--- config.mk ---
export PLATFORM = sky130hd
export DESIGN_NAME = hazard_control_unit
export DESIGN_NICKNAME = d
export VERILOG_FILES = /design/src/rtl/hazard_control_unit.sv
export SDC_FILE = /design/constraint.sdc
export NUM_CORES = 1
export LEC_CHECK = 0
export ABC_AREA = 1
export CORE_MARGIN = 2
export CORE_UTILIZATION = 25
export CTS_CLUSTER_DIAMETER = 120
export DETAILED_ROUTE_END_ITERATION = 8
export GPL_ROUTABILITY_DRIVEN = 0
export SLEW_MARGIN = 20
export SYNTH_ARGS = -nofsm -noshare
export SYNTH_HDL_FRONTEND = slang
export SYNTH_SLANG_ARGS = --single-unit
--- constraint.sdc ---
create_clock -name clk_i -period 3.9 [get_ports clk_i]
set_input_delay 0.78 -clock clk_i [delete_from_list [all_inputs] [get_ports clk_i]]
set_output_delay 0.78 -clock clk_i [all_outputs]
set_load 0.005 [all_outputs]
--- src/rtl/hazard_control_unit.sv ---
// hazard_control_unit: pipeline stall/flush/forwarding control with a multi-cycle MDU freeze FSM
module hazard_control_unit #(
  parameter int MDU_LAT = 8,
  parameter int CNT_W   = 16
) (
  input  logic             clk_i,
  input  logic             reset_i,
  input  logic [4:0]       id_rs_i,
  input  logic [4:0]       id_rt_i,
  input  logic             id_uses_rs_i,
  input  logic             id_uses_rt_i,
  input  logic [4:0]       ex_rs_i,
  input  logic [4:0]       ex_rt_i,
  input  logic [4:0]       ex_rd_i,
  input  logic             ex_regwrite_i,
  input  logic             ex_memread_i,
  input  logic             ex_mdu_start_i,
  input  logic             ex_branch_taken_i,
  input  logic [4:0]       mem_rd_i,
  input  logic             mem_regwrite_i,
  input  logic [4:0]       wb_rd_i,
  input  logic             wb_regwrite_i,
  output logic             pc_en_o,
  output logic             ifid_en_o,
  output logic             ifid_flush_o,
  output logic             idex_en_o,
  output logic             idex_bubble_o,
  output logic             exmem_bubble_o,
  output logic [1:0]       fwd_a_o,
  output logic [1:0]       fwd_b_o,
  output logic             mdu_busy_o,
  output logic [CNT_W-1:0] stall_cycles_o
);
  localparam int CW = (MDU_LAT > 2) ? $clog2(MDU_LAT) : 1;
  typedef enum logic {RUN, MDU_WAIT} state_t;
  state_t           state_q, state_d;
  logic [CW-1:0]    mdu_cnt_q, mdu_cnt_d;
  logic [CNT_W-1:0] stall_q, stall_d;
  logic             load_use;
  assign fwd_a_o = (mem_regwrite_i && mem_rd_i != 5'd0 && mem_rd_i == ex_rs_i) ? 2'b01 :
                   (wb_regwrite_i && wb_rd_i != 5'd0 && wb_rd_i == ex_rs_i) ? 2'b10 : 2'b00;
  assign fwd_b_o = (mem_regwrite_i && mem_rd_i != 5'd0 && mem_rd_i == ex_rt_i) ? 2'b01 :
                   (wb_regwrite_i && wb_rd_i != 5'd0 && wb_rd_i == ex_rt_i) ? 2'b10 : 2'b00;
  assign load_use = ex_memread_i && ex_regwrite_i && ex_rd_i != 5'd0 &&
                    ((id_uses_rs_i && ex_rd_i == id_rs_i) || (id_uses_rt_i && ex_rd_i == id_rt_i));
  assign stall_d = (!pc_en_o && !(&stall_q)) ? stall_q + CNT_W'(1) : stall_q;
  assign stall_cycles_o = stall_q;
  // MDU freeze takes precedence, then taken branch (squashes any load-use victim), then load-use
  always_comb begin
    state_d        = state_q;
    mdu_cnt_d      = mdu_cnt_q;
    pc_en_o        = 1'b1;
    ifid_en_o      = 1'b1;
    ifid_flush_o   = 1'b0;
    idex_en_o      = 1'b1;
    idex_bubble_o  = 1'b0;
    exmem_bubble_o = 1'b0;
    mdu_busy_o     = 1'b0;
    if (state_q == MDU_WAIT) begin
      pc_en_o        = 1'b0;
      ifid_en_o      = 1'b0;
      idex_en_o      = 1'b0;
      mdu_busy_o     = 1'b1;
      exmem_bubble_o = mdu_cnt_q != '0;
      state_d        = (mdu_cnt_q == '0) ? RUN : MDU_WAIT;
      mdu_cnt_d      = (mdu_cnt_q == '0) ? mdu_cnt_q : mdu_cnt_q - CW'(1);
    end else if (ex_mdu_start_i) begin
      state_d        = MDU_WAIT;
      mdu_cnt_d      = CW'(MDU_LAT - 2);
      pc_en_o        = 1'b0;
      ifid_en_o      = 1'b0;
      idex_en_o      = 1'b0;
      exmem_bubble_o = 1'b1;
    end else if (ex_branch_taken_i) begin
      ifid_flush_o   = 1'b1;
      idex_bubble_o  = 1'b1;
    end else if (load_use) begin
      pc_en_o        = 1'b0;
      ifid_en_o      = 1'b0;
      idex_bubble_o  = 1'b1;
    end
  end
  // State, MDU countdown and saturating stall counter; reset aborts any MDU op
  always_ff @(posedge clk_i or posedge reset_i) begin
    if (reset_i) begin
      state_q   <= RUN;
      mdu_cnt_q <= '0;
      stall_q   <= '0;
    end else begin
      state_q   <= state_d;
      mdu_cnt_q <= mdu_cnt_d;
      stall_q   <= stall_d;
    end
  end
endmodule

### Word level (Yosys, flattened, before mapping)

Index checks and enable logic that the tools add are counted.
Widths: inputs -> output; s select.

| storage, ports and cells | value |
|---|---|
| bits in registers | 20 |
| bits of input ports | 45 |

| cells by class | value |
|---|---|
| add/sub/neg operators | 2 |
| equality and inequality tests | 7 |
| reductions and logical operators | 23 |
| multiplexer cells | 25 |

Operators by type and width:

| cell | number |
|---|---|
| $eq 5x5->1 | 6 |
| $mux 1 | 18 |
| $add 16x1->16 const B | 1 |
| $reduce_and 16->1 | 1 |
| $reduce_bool 5->1 | 3 |
| $logic_and 1x1->1 | 12 |
| $mux 3 | 3 |
| $mux 2 | 4 |
| $logic_not 3->1 | 1 |
| $reduce_bool 3->1 | 1 |
| $sub 3x1->3 const B | 1 |
| $logic_not 1->1 | 2 |
| $ne 2x2->1 const B | 1 |
| $reduce_and 2->1 | 1 |
| $reduce_bool 2->1 | 1 |
| $logic_or 1x1->1 | 1 |

### Longest topological paths before layout

| logic depth | value |
|---|---|
| word-level depth | 10 |
| depth in mapped cells | 12 |
| depth with buffers taken out | 11 |

### Worst setup path after synthesis

OpenSTA, ideal clock, no wires.

| path | value |
|---|---|
| path type | input -> output |
| start point | input ex_mdu_start_i |
| end point | output pc_en_o |
| data arrival time | 1.782 ns |
| stages on the path | 8 |
| slack | 1.338 ns |
| buffers on the path | 3 |
| data required time | 3.120 ns |
| cells stage by stage | nor2_2 -> inv_1 -> nor2_1 -> inv_1 -> buf_2 -> buf_4 -> nand2_1 -> buf_4 |

| on the way | value |
|---|---|
| longest elaborated chain between the ends | 2 |

RTL lines:

| what | RTL line | text |
|---|---|---|
| from (decl) | 17 | `input logic ex_mdu_start_i,` |
| $mux 1 (2 in a row) | - |  |
| to (decl) | 23 | `output logic pc_en_o,` |

No other way between the ends.

### Worst setup path after layout

| path | value |
|---|---|
| start point | input mem_rd_i[2] |
| end point | output fwd_a_o[0] |

| on the way | value |
|---|---|
| longest elaborated chain between the ends | 4 |
| elaborated cells on any way between the ends | 5 |
| classes of those cells | 1 x eq/ne; 1 x mux; 3 x reduce/logical |

RTL lines:

| what | RTL line | text |
|---|---|---|
| from (decl) | 19 | `input logic [4:0] mem_rd_i,` |
| $reduce_bool 5->1 | 40 | `assign fwd_a_o = (mem_regwrite_i && mem_rd_i != 5'd0 && mem_rd_i == ex_rs_i) ? 2'b01 :` |
| $logic_and 1x1->1 | 40 |  |
| $logic_and 1x1->1 * | 40 |  |
| $mux 2 * | 40 |  |
| to (decl) | 29 | `output logic [1:0] fwd_a_o,` |

Every way passes the cells marked *; elsewhere a longest branch is shown, timed or not.

==> run_results.csv <==
group,metric,value,unit
setup_path,arrival,2570,ps
yosys,synth-edff-count,0,
clock_network,cts_max_path_buffers,2,
hold_path,hold_path_class,"reg -> reg",
yosys,ys_types,24,
power_and_ir_drop,power_density,353,mW/mm²
clock_network,cts_resized,0,
die,fp.dieH,87.8,µm
die,start_util,25.8,%
yosys,syn-num-nets,312,
layout,nFillCells,709,
die,ios,72,
die,core_area,0.00679,mm²
layout,nets,385,
power_and_ir_drop,leakagePower,1.20,nW
power_and_ir_drop,pwr-share-comb,48.8,%
clock_network,clock-root-buffer,"clkbuf_8",
global_route,overflow,0,
global_route,grt_pass1_vias,1771,
global_route,track_usage,13.0,%
clock_network,ctsHoldBuffers,0,
layout,drive_above_1_share,4.46,%
clock_network,cts_sinks,20,
timing,finalHoldViolCount,0,
die,die-area,0.00771,mm²
setup_path,reg2reg_slack,2050,ps
timing,min_period,3350,ps
die,die_x,87.8,µm
drt,viasPerCell,4.22,
setup_path,path_max_fanout,3,
setup_path,required,3120,ps
layout,synthToLayoutAreaGrowth,49.4,%
yosys,ys_seq_area_share,28.5,%
timing,clock.fmax,0.299,GHz
layout,multi_input_area,0.00109,mm²
timing,slew_headroom,49.5,%
power_and_ir_drop,power.switching,0.338,mW
run_status,status,"completed",
timing,holdWs,500,ps
drt,firstDrtPassIters,4,
clock_network,cts_tree,"yes",
power_and_ir_drop,vdd_drop_max,188,µV
die,num_rows,30,
clock_network,cts_buffers,3,
timing,maxSlewViolCount,0,
timing,rsz0062_at_grt,"false",
place,portBuffers,71,
yosys,synthArstFlopShare,100,%
clock_network,cts_setup_buffers,0,
layout,most-common-layout-cells,"88 x nand2_1, 71 x clkdlybuf4s50_1, 31 x inv_1",
timing,min_period_over_period,85.8,%
yosys,synth_seq_cells,20,
yosys,ys.warnings.count,0,
timing,setup_violations,0,
layout,final_common_cell,"nand2_1",
layout,seqCellArea,500,µm²
drt,vias,1825,
timing,setup_tns,0,ps
yosys,synth-main-ff-cell,"dfrtp_1",
drt,drt-total-wl,4.88,mm
timing,worst_slew_pin_slew,756,ps
drt,drtIter0Drc,80,
drt,antenna_left,0,
setup_path,criticalPathCategory,"in -> out",
drt,wl_per_cell,11.3,µm
setup_path,endpoint_kind,"output pin",
clock_network,h-tree-depth,1,
layout,diodes,0,
flow_run,maxCapViolCount,0,
timing,fin_ws,554,ps
drt,drc_errors,0,
power_and_ir_drop,seq_power_share,34.0,%
global_route,grt_pass1_wl,8.17,mm
place,place_hpwl,3.97,mm
power_and_ir_drop,p_clk_share,17.2,%
power_and_ir_drop,internal_power,0.587,mW
setup_path,start_kind,"input pin",
global_route,antenna_found_initial,0,
clock_network,clk_pin_slew,70,ps
timing,clock_skew,3.87,ps
clock_network,worst_skew_pair.late_latency,260,ps
yosys,syn_area_per_cell,6.65,µm²
global_route,grt_max_degree,21,
yosys,netlist_instances,264,
place,dpl_worst_slack,555,ps
power_and_ir_drop,switching_share,36.6,%
yosys,syn_area,0.00176,mm²
## flip-flops by register name, indices dropped and copies added, names as in the netlist
signal          cells
mdu_cnt_q           3
stall_cycles_o     16
state_q             1
## synth_stat cells, types with 2 or more instances
master	count	share of area, %
a21oi_1	3	0.86
buf_2	3	0.86
buf_4	2	0.86
dfrtp_1	20	29
ha_1	3	2.1
inv_1	31	6.6
inv_2	2	0.43
nand2_1	88	19
nand3_1	14	4.0
nand4_1	21	7.5
nor2_1	25	5.3
nor2_2	2	0.71
nor3_1	4	1.1
nor4_1	2	0.71
o21ai_0	6	1.7
xnor2_1	18	9.0
xor2_1	13	6.5
## worst paths after layout
kind	startpoint	end	cells after the start
worst max-delay path	mem_rd_i[2]	fwd_a_o[0]	6
worst min-delay path	mdu_cnt_q[2]$_DFFE_PP0P_	mdu_cnt_q[2]$_DFFE_PP0P_	2
worst max register to register	stall_cycles_o[0]$_DFFE_PP0P_	stall_cycles_o[14]$_DFFE_PP0P_	7
worst min register to register	mdu_cnt_q[2]$_DFFE_PP0P_	mdu_cnt_q[2]$_DFFE_PP0P_	2
max in group asynchronous	reset_i	stall_cycles_o[9]$_DFFE_PP0P_	2
min in group asynchronous	reset_i	stall_cycles_o[0]$_DFFE_PP0P_	2
## metal layers
layer / up-vias / track usage, % / wire (µm)
met5: - / 0 / 0
met4: 0 / 2.66 / 50
met3: 6 / 1.79 / 142
met2: 35 / 22.7 / 2350
met1: 800 / 17.2 / 2340
li1: 984 / - / -
## worst max-delay path, cell delays in order
cell,delay [ps]
clkdlybuf4s50_1,550
nor2_1,80
nand2_1,60
o21ai_0,100
nor4_1,410
clkdlybuf4s50_1,590
## power by group through the flow
stage               clock, mW  sequential, mW  combinational, mW
detailed placement          0           0.317              0.457
finish                  0.159           0.315              0.451
global route            0.175           0.325              0.517
floorplan                   0           0.310              0.253
global placement            0           0.317              0.452
CTS                     0.165           0.314              0.458
## cells by family (layout without fill, tap and decap cells)
family | count (synthesis) | count (layout) | synth area share [%]
AO/OA/AOI/OAI | 9 | 9 | 2.57
XOR/XNOR | 31 | 31 | 15.5
adder cells (fa/ha/maj) | 3 | 3 | 2.14
buffers and inverters | 40 | 112 | 9.62
flip-flops | 20 | 20 | 28.5
AND/OR/NAND/NOR | 161 | 161 | 41.7
## per-stage QoR
stage	power, mW	cells	util (%)	cell area (µm²)
global placement	0.769	428	37.8	2570
detailed placement	0.775	428	37.8	2570
finish	0.925	432	38.6	2620
global route	1.02	432	38.6	2620
CTS	0.937	432	38.6	2620
floorplan	0.563	264	-	1760
## cell type report
type / count / area share (%)
flip-flops and latches: 20 / 19.1
inverters: 34 / 4.87
well taps: 96 / 4.58
multi-input cells: 204 / 41.4
repair buffers: 74 / 28.0
clock buffers: 4 / 2.10
Power figures use the tool's default switching activity.
==> edit (config.mk and constraints unchanged) <==
Set the parameter `CNT_W` to 20 (it was 16).
--- a/src/rtl/hazard_control_unit.sv
+++ b/src/rtl/hazard_control_unit.sv
@@ -2,5 +2,5 @@
 module hazard_control_unit #(
   parameter int MDU_LAT = 8,
-  parameter int CNT_W   = 16
+  parameter int CNT_W   = 20
 ) (
   input  logic             clk_i,
Interface: changed (resized stall_cycles_o); port bits go from 72 to 76. The function was not compared with the original's and may differ.
==> edit against the original RTL <==
- final cell count rose by 13%
- count of clock-buffer cells in the layout stayed put
- setup slack improved by 0.030 ns
- power grew 8.5%
- clock skew grew 0.0026 ns
- largest power group unchanged
- via count is 17% higher
- fmax grew 0.89%
- design area increased by 12%
- non-clock buffer count increased by 5
- largest cell class unchanged
- routed wire length rose by 18%
- highest routed layer unchanged
- sequential cell count grew 4
- synthesized cell count increased by 18%
- area after synthesis increased by 16%
==> edit: results (changes against the original RTL) <==
stage,metric,value,unit,change
power_and_ir_drop,p_int,0.000627,W,+6.9%
yosys,synth_top_cells_by_count,"nand2_1 (120), nor2_1 (38), inv_1 (27), dfrtp_1 (24), nand4_1 (23)",,
drt,drtIter0Drc,136,,+70%
grt,grt_pass1_vias,2131,,+20%
finish,n_fill_cell,848,,+20%
power_and_ir_drop,power_leakage,1.34,nW,+12%
yosys,syn_nets,360,,+15%
cts,clk_latency,0.28,ns,+0.02 ns
cts,numCtsBuffers,3,,unchanged
worst_hold_path,min_from,mdu_cnt_q[2],,
drt,drt-total-wl,5760,µm,+18%
yosys,seq_area_frac_synth,0.295,,+0.00992
grt,grt_pass1_wl,9970,µm,+22%
placement,hpwl,4580,µm,+15%
grt,grt_max_degree,25,,+19%
cts,cts.root.buffer_cell,clkbuf_8,,
critical_path,reg2reg_depth,9,,+2
finish,layout-drive-gt1-share,0.0363,,-0.00837
timing,finClkSkew,0.00646,ns,+0.00259 ns
finish,largest_reg_flops,20,,+4
drt,vias_per_cell,4.38,,+3.8%
finish,nNetsFinal,435,,+13%
worst_hold_path,worstHoldEndpoint,mdu_cnt_q[2],,
placement,numPortBuffers,75,,+5.6%
critical_path,path_max_fanout,4,,+1
timing,max_slew_margin,0.361,,-0.135
worst_hold_path,hold_class,reg2reg,,
grt,grt_usage,0.137,,+0.00724
critical_path,reg2reg_slack,1.71,ns,-0.34 ns
critical_path,arrival,2.54,ns,-0.03 ns
yosys,ys_warn_count,0,,unchanged
drt,ant_nets,0,,unchanged
run_status,status,completed,,
yosys,synth.area.top_cells,"dfrtp_1 (30%), nand2_1 (22%), xnor2_1 (8.6%), nand4_1 (7.1%), nor2_1 (7.0%)",,
finish,n_antenna_cell,0,,unchanged
power_and_ir_drop,max-vdd-ir-drop,218,µV,+16%
cts,clk_pin_slew,0.09,ns,+0.02 ns
## edit: cell types whose count changed after synthesis, moves of 2 or more
| cell | unedited run | this run |
|---|---|---|
| nand2_1 | 88 | 120 |
| nor2_1 | 25 | 38 |
| nand4_1 | 21 | 23 |
| inv_2 | 2 | 0 |
| nand3_1 | 14 | 11 |
| dfrtp_1 | 20 | 24 |
| xnor2_1 | 18 | 20 |
| nand3b_1 | 1 | 3 |
| inv_1 | 31 | 27 |
## edit: layout make-up
class | instances | area share
Inverter | 27 | 0.0345
Timing Repair Buffer | 79 | 0.265
Tap cell | 102 | 0.0434
Clock buffer | 4 | 0.0187
Multi-Input combinational cell | 252 | 0.434
Sequential cell | 24 | 0.204
## edit: how the worst max path moves through the flow
stage / from / end / cells after the start
after global routing: ex_rd_i[1] / idex_bubble_o / 10
after CTS: ex_rd_i[1] / idex_bubble_o / 10
final: ex_rd_i[1] / idex_bubble_o / 10
after global placement: ex_rd_i[1] / idex_bubble_o / 10
after floorplan: ex_mdu_start_i / pc_en_o / 7
after detailed placement: ex_rd_i[1] / idex_bubble_o / 10
## edit: worst max-delay path: stages
cell	delay, ns
clkdlybuf4s50_1	0.54
inv_1	0.08
nand2_1	0.06
nand2_1	0.04
nor2_1	0.10
nand3_1	0.08
nand2_1	0.06
nand2_1	0.07
o21ai_0	0.17
clkdlybuf4s50_1	0.53
## edit: logic make-up (layout without fill, tap and decap cells)
| kind of cell | after synthesis | after routing | synth area share |
|---|---|---|---|
| adders and majority gates | 3 | 3 | 0.0184 |
| and+or+nand+nor | 207 | 207 | 0.443 |
| xor gates and xnor gates | 34 | 34 | 0.146 |
| buffers and inverters | 36 | 110 | 0.0781 |
| AOI/OAI and AO/OA | 8 | 8 | 0.0197 |
| DFF | 24 | 24 | 0.295 |
## edit: per-stage QoR
stage	std cells	power, W	hold WS (ns)	area (µm²)	setup slack, ns
2_1_floorplan	312	0.000623	0.453	2040	1.42
3_3_place_gp	484	0.000822	0.466	2890	0.627
3_5_place_dp	484	0.000831	0.508	2890	0.616
4_1_cts	488	0.00101	0.529	2940	0.591
5_1_grt	488	0.00109	0.576	2940	0.445
6_report	488	0.00100	0.513	2940	0.584
## edit: routing by layer
metal,vias to the layer above,share of wire,global-route usage
li1,1136,-,-
met1,948,0.48,0.183
met2,47,0.46,0.229
met3,8,0.041,0.0249
met4,0,0.018,0.0350
met5,-,0,0
## edit: power by group through the flow
stage | registers, W | clock network [W] | logic (W)
4_1_cts | 0.000357 | 0.000182 | 0.000472
3_3_place_gp | 0.000362 | 0 | 0.000460
2_1_floorplan | 0.000354 | 0 | 0.000269
6_report | 0.000358 | 0.000177 | 0.000469
5_1_grt | 0.000367 | 0.000189 | 0.000536
3_5_place_dp | 0.000362 | 0 | 0.000469
